**src/rtl/fp_to_int_pkg.sv**
```systemverilog
// Shared constants for the 13-bit floating-point format and its integer view.
// The fp adder, its test circuit and this converter all import this package.
//   EXP_W / FRAC_W : fp exponent and fraction widths
//   INT_W          : two's-complement integer width
//   INT_MAX/INT_MIN: saturation values
//   St*            : converter FSM state encodings
package fp_to_int_pkg;

  localparam int unsigned EXP_W  = 4;
  localparam int unsigned FRAC_W = 8;
  localparam int unsigned INT_W  = 8;
  localparam int unsigned CNT_W  = 4;

  localparam logic [INT_W-1:0] INT_MAX = 8'h7F;
  localparam logic [INT_W-1:0] INT_MIN = 8'h80;

  // Exponent at which frac maps onto the integer without shifting.
  localparam logic [EXP_W-1:0] EXP_INT  = 4'd8;
  localparam logic [CNT_W-1:0] CNT_FULL = 4'd8;

  localparam logic [1:0] StIdle = 2'd0;
  localparam logic [1:0] StOp   = 2'd1;
  localparam logic [1:0] StDone = 2'd2;

endpackage

```
**src/rtl/fp_to_int_int_sat.sv**
```systemverilog
// int_sat: combinational rounding/saturation stage of fp_to_int.
// Turns the final (already shifted) magnitude into a signed integer.
//   sign     in  : fp sign
//   exp      in  : fp exponent as latched at start
//   mag      in  : final magnitude after the right shifts
//   q_next   out : signed integer, truncated toward zero, saturated
//   ovf_next out : set when q_next was saturated
module fp_to_int_int_sat
  import fp_to_int_pkg::*;
(
  input  logic             sign,
  input  logic [EXP_W-1:0] exp,
  input  logic [FRAC_W-1:0] mag,
  output logic [INT_W-1:0] q_next,
  output logic             ovf_next
);

  always_comb begin
    q_next   = '0;
    ovf_next = 1'b0;
    if (mag == '0) begin
      // Zero (including negative zero and any exp) reads as plain 0.
      q_next   = '0;
      ovf_next = 1'b0;
    end else if (exp > EXP_INT) begin
      q_next   = sign ? INT_MIN : INT_MAX;
      ovf_next = 1'b1;
    end else if (exp == EXP_INT) begin
      if (!mag[FRAC_W-1]) begin
        q_next = sign ? (~mag + 8'd1) : mag;
      end else if (mag == INT_MIN && sign) begin
        // -128 is representable exactly.
        q_next = INT_MIN;
      end else begin
        q_next   = sign ? INT_MIN : INT_MAX;
        ovf_next = 1'b1;
      end
    end else begin
      // At least one shift happened, so mag <= 127 here.
      q_next = sign ? (~mag + 8'd1) : mag;
    end
  end

endmodule

```
**src/rtl/fp_to_int.sv**
```systemverilog
// fp_to_int: sequential converter from the 13-bit fp format (sign, 4-bit exp,
// 8-bit frac, value = frac/256 * 2^exp) to an 8-bit two's-complement integer.
// One right shift per clock; start/ready/done_tick handshake.
//   clk       in  : system clock, rising edge
//   reset     in  : asynchronous active-high reset
//   start     in  : request a conversion, sampled only while ready
//   sign/exp/frac in : fp operand
//   ready     out : high while idle
//   done_tick out : one-cycle pulse, q/ovf already hold the new result
//   q         out : signed result, truncated toward zero, saturated
//   ovf       out : result was saturated
module fp_to_int
  import fp_to_int_pkg::*;
(
  input  logic              clk,
  input  logic              reset,
  input  logic              start,
  input  logic              sign,
  input  logic [EXP_W-1:0]  exp,
  input  logic [FRAC_W-1:0] frac,
  output logic              ready,
  output logic              done_tick,
  output logic [INT_W-1:0]  q,
  output logic              ovf
);

  logic [1:0]        state_q, state_d;
  logic              sign_q, sign_d;
  logic [EXP_W-1:0]  exp_q, exp_d;
  logic [FRAC_W-1:0] mag_q, mag_d;
  logic [CNT_W-1:0]  count_q, count_d;
  logic [INT_W-1:0]  q_q, q_next;
  logic              ovf_q, ovf_next;
  logic              load_res;

  always_comb begin
    state_d = state_q;
    sign_d  = sign_q;
    exp_d   = exp_q;
    mag_d   = mag_q;
    count_d = count_q;
    unique case (state_q)
      StIdle: begin
        if (start) begin
          sign_d = sign;
          exp_d  = exp;
          mag_d  = frac;
          if (frac == '0 || exp >= EXP_INT) begin
            state_d = StDone;
          end else begin
            count_d = CNT_FULL - exp;
            state_d = StOp;
          end
        end
      end
      StOp: begin
        mag_d   = mag_q >> 1;
        count_d = count_q - 4'd1;
        if (count_q == 4'd1) state_d = StDone;
      end
      StDone:  state_d = StIdle;
      default: state_d = StIdle;
    endcase
  end

  // Result is computed from the next-state operand so it is already valid
  // in the done_tick cycle, whichever path enters done.
  assign load_res = (state_d == StDone) && (state_q != StDone);

  fp_to_int_int_sat u_int_sat (
    .sign     (sign_d),
    .exp      (exp_d),
    .mag      (mag_d),
    .q_next   (q_next),
    .ovf_next (ovf_next)
  );

  always_ff @(posedge clk or posedge reset) begin
    if (reset) begin
      state_q <= StIdle;
      sign_q  <= 1'b0;
      exp_q   <= '0;
      mag_q   <= '0;
      count_q <= '0;
      q_q     <= '0;
      ovf_q   <= 1'b0;
    end else begin
      state_q <= state_d;
      sign_q  <= sign_d;
      exp_q   <= exp_d;
      mag_q   <= mag_d;
      count_q <= count_d;
      if (load_res) begin
        q_q   <= q_next;
        ovf_q <= ovf_next;
      end
    end
  end

  assign ready     = (state_q == StIdle);
  assign done_tick = (state_q == StDone);
  assign q         = q_q;
  assign ovf       = ovf_q;

endmodule

```
**config.mk**
```make
export PLATFORM = sky130hd
export DESIGN_NAME = fp_to_int
export DESIGN_NICKNAME = d
export VERILOG_FILES = /design/src/rtl/fp_to_int_pkg.sv /design/src/rtl/fp_to_int_int_sat.sv /design/src/rtl/fp_to_int.sv
export SDC_FILE = /design/constraint.sdc
export NUM_CORES = 1
export LEC_CHECK = 0
export BUFFER_PORTS_ARGS = -buffer_cell sky130_fd_sc_hd__clkbuf_2
export CORE_ASPECT_RATIO = 0.8
export CORE_UTILIZATION = 30
export DETAILED_ROUTE_END_ITERATION = 12
export SKIP_CTS_REPAIR_TIMING = 1
export SYNTH_ARGS = -nofsm -noshare
export SYNTH_HDL_FRONTEND = slang
export SYNTH_SLANG_ARGS = --single-unit
```
**constraint.sdc**
```tcl
create_clock -name clk -period 2.4 [get_ports clk]
set_clock_uncertainty 0.15 [all_clocks]
set_input_delay 0.36 -clock clk [delete_from_list [all_inputs] [get_ports clk]]
set_output_delay 0.36 -clock clk [all_outputs]
set_load 0.02 [all_outputs]
```
==> impl_summary.txt <==
----------------------------------------------------
[Synthesis]
  Synth async-reset ratio ... 100%
  Post-synthesis area per instance ... 9.49 sq um
  Number of enable-type register cells in the synthesized netlist ... 0
  FF+latch count, synth ... 28
  Post-synthesis share of cell area spent on xor and xnor gates ... 1.04%
  Synth Cell Area ... 1680 sq um
  Multiplexer share of the synthesized area ... 3.87%
  Warnings, synthesis ... 0
  Unique masters post-synth ... 55
  Seq/Total Area, Yosys ... 41.7%
  Largest family of logic cells by synthesized area ... compound AO/OA/AOI/OAI gates
  Simple-Gate Fraction of Synth Area ... 21.8%
  Synth Area in Adders ... 2.98%
  Number of cells produced by synthesis ... 177
  Area fraction in compound gates after synthesis ... 22.9%
  Top-area cell type share of the netlist area ... 41.7%
  Post-synth top area cell ... sky130_fd_sc_hd__dfrtp_1
  Cell with the most instances after synthesis ... sky130_fd_sc_hd__dfrtp_1
  Net count of the mapped netlist ... 197
  Area contributors post-synth ... sky130_fd_sc_hd__dfrtp_1 (42%), sky130_fd_sc_hd__o21ai_0 (5.4%), sky130_fd_sc_hd__inv_1 (3.1%), sky130_fd_sc_hd__ha_1 (3.0%), sky130_fd_sc_hd__or4b_1 (3.0%)
  Main flop type after synthesis ... sky130_fd_sc_hd__dfrtp_1
  Commonest cells in the synthesized netlist ... sky130_fd_sc_hd__dfrtp_1 (28), sky130_fd_sc_hd__o21ai_0 (18), sky130_fd_sc_hd__inv_1 (14), sky130_fd_sc_hd__nand2_1 (13), sky130_fd_sc_hd__nor2_1 (13)

[Worst setup path]
  Critical path type ... register to register
  Maximum fanout along the worst path ... 8
  Crit path largest cell delay ... 460 ps
  Crit. Startpoint ... state_q[0]
  Startpoint types ... register
  Most used cell along the critical path ... sky130_fd_sc_hd__buf_4
  Critical path's top delay family ... compound AO/OA/AOI/OAI gates
  Required time of the worst setup path ... 2420 ps
  Crit path max-delay cell type ... sky130_fd_sc_hd__dfrtp_2
  Number of buffer and inverter stages on the critical path ... 3
  Crit path cell chain ... buf_4 -> buf_4 -> nor2b_4 -> a222oi_1 -> buf_4 -> nand3_2 -> nor2_1 -> a31oi_1 -> a32o_1
  Capturing element type of the critical path ... register
  Startpoint of the worst-slack reg-to-reg timing path ... state_q[0]
  Signal arrival time at the worst endpoint ... 2430 ps

[Floorplanning]
  Die Area ... 5900 sq um
  Width of the chip ... 85.6 um
  Core outline area ... 5210 sq um
  Row Count ... 23
  Initial standard-cell utilization of the core ... 32.2%
  Top Ports ... 27
  Die Y-Extent ... 68.9 um

[GRT]
  Via count of the first global-routing pass ... 1506
  Largest net degree at the start of global routing ... 29
  GRT Residual Overflow ... 0
  Initial antenna violation count ... 0
  Wire length of the first global-routing pass ... 7.34 mm
  Total GRT Usage ... 16.5%

[STA]
  Crit path time final ... 2410 ps
  Smallest hold slack ... 206 ps
  Sum of negative setup slack ... -19.9 ps
  Unrepaired setup endpoints after global routing ... true
  Worst Slack Setup Final ... -10.2 ps
  Pins over their slew limit ... 0
  Timing-limited maximum frequency ... 415 MHz
  Normalized max-slew margin ... 72.5%
  Final setup vio count ... 2
  Final cycle utilization of the critical path ... 100%
  Measured slew at the worst slew-check pin ... 409 ps
  Final Hold Viols ... 0

[Placed design]
  Final estimated routing congestion in global placement ... 0.806
  Setup slack after placement ... -117 ps
  Number of I/O port buffers ... 26
  Detailed-placement wirelength estimate ... 3.24 mm

[Layout]
  Area Growth Syn to Fin ... 35.0%
  Proportion of layout cells with a drive suffix above 1 ... 40.7%
  Fillcell total ... 530
  Net count, final ... 258
  Antenna diodes ... 0

[CTS]
  Clk pin slew, worst setup/hold paths ... 100 ps
  Deepest clock path buffer count ... 2
  TritonCTS buffer count ... 3
  CTS H-Tree Depth ... 1
  Clock tree from TritonCTS ... built
  Buffer type at the clock tree root ... sky130_fd_sc_hd__clkbuf_8
  Clock net sink count ... 28
  Clock Latency Late Sink ... 290 ps

[Worst hold path]
  Class of the worst hold path ... input pin to register
  Hold Crit Start ... exp[1]

[Routing]
  Number of violations reported at the end of detailed-routing iteration 0 ... 106
  Number of design rule violations left after detail routing ... 0
  Post-detailed-routing wire length ... 4.53 mm
  Number of iterations in the first detailed-routing pass ... 4
  Wirelength per Cell ... 14.6 um
  Number of vias in the routed layout ... 1564
  Antenna-violating nets left ... 0
  Via density per instance ... 5.03

[Pwr]
  LEAKAGE ... 1.04 nW
  Cell Pwr Density ... 1410 nW/um^2
  IR drop worst, VDD ... 0.395 mV
  Power, Total ... 0.00319 W

[Run status]
  Failing checks ... negative setup slack
  Result of the run ... finished, violations left

[Run]
  Max-Cap Viols ... 0

----------------------------------------------------
[cells in the final DEF, fill, tap and decap left out, types with 2 or more instances in the layout]
cell type	instances
sky130_fd_sc_hd__o21ai_0	16
sky130_fd_sc_hd__a32o_1	2
sky130_fd_sc_hd__mux2_2	4
sky130_fd_sc_hd__a22oi_1	2
sky130_fd_sc_hd__clkbuf_2	27
sky130_fd_sc_hd__nor2_1	12
sky130_fd_sc_hd__or4b_1	4
sky130_fd_sc_hd__nand3_1	2
sky130_fd_sc_hd__dfrtp_1	26
sky130_fd_sc_hd__o21ai_1	2
sky130_fd_sc_hd__clkbuf_8	3
sky130_fd_sc_hd__a221oi_2	2
sky130_fd_sc_hd__or4_1	2
sky130_fd_sc_hd__and2_1	4
sky130_fd_sc_hd__nand3_2	2
sky130_fd_sc_hd__nor3_1	4
sky130_fd_sc_hd__o21a_1	2
sky130_fd_sc_hd__nand2_1	13
sky130_fd_sc_hd__ha_1	3
sky130_fd_sc_hd__inv_1	14
sky130_fd_sc_hd__nor4_1	2
sky130_fd_sc_hd__o221ai_2	3
sky130_fd_sc_hd__a21oi_1	7
sky130_fd_sc_hd__buf_4	33
sky130_fd_sc_hd__nand2b_1	3
sky130_fd_sc_hd__dfrtp_2	2
[layout make-up]
type                       instances  area [sq um]  area share [%]
timing repair buffer              61           393            17.3
tap                               75          93.8            4.14
multi-input combinational        129           980            43.2
clock buffer                       3          41.3            1.82
inverter                          15          56.3            2.48
sequential                        28           703            31.0
[power breakdown]
part | switching, W | internal [W] | leakage, nW
clock | 0.000157 | 0.000113 | 0.0216
combinational | 0.00109 | 0.000948 | 0.681
sequential | 0.000178 | 0.000699 | 0.338
[through the flow]
step                      instance area [sq um]  cells  util [%]
after floorplan                            1680    177         -
after global placement                     2070    301      39.8
after detailed placement                   2070    301      39.8
after CTS                                  2120    304      40.6
after global routing                       2270    311      43.5
final                                      2270    311      43.5
[worst reg2reg max path: stages (launching register included)]
cell                       delay [ps]
sky130_fd_sc_hd__dfrtp_2          460
sky130_fd_sc_hd__buf_4            160
sky130_fd_sc_hd__buf_4            130
sky130_fd_sc_hd__nor2b_4          110
sky130_fd_sc_hd__a222oi_1         370
sky130_fd_sc_hd__buf_4            190
sky130_fd_sc_hd__nand3_2          130
sky130_fd_sc_hd__nor2_1           190
sky130_fd_sc_hd__a31oi_1          150
sky130_fd_sc_hd__a32o_1           250
[routing by layer]
metal  vias to the layer above  global-route usage, %  routed length (um)
met5                         -                      0                   0
met3                         4                   3.10                 114
met1                       761                   22.6                2280
met4                         0                   6.25                  65
met2                        19                   26.1                2070
li1                        780                      -                   -
[cells by family after synthesis]
group	Yosys count
fa+ha+maj	4
flops	28
simple gates	62
mux	6
buf+inv	20
xor+xnor	2
compound gates	55
[registers in the layout, summed over array words and instances, names as in the netlist]
register,cells
q,8
sign_q,1
state_q,2
exp_q,4
ovf,1
count_q,4
mag_q,8
[worst paths after layout]
| kind | end | slack (ps) | cells past startpoint |
|---|---|---|---|
| max | q[6] | -10 | 9 |
| max in group asynchronous | state_q[1] | 1290 | 4 |
| min reg2reg | q[0] | 340 | 2 |
| max reg2reg | q[6] | -10 | 9 |
| min | exp_q[1] | 210 | 2 |
| min in group asynchronous | count_q[0] | 520 | 4 |
Power figures use the tool's default switching activity.
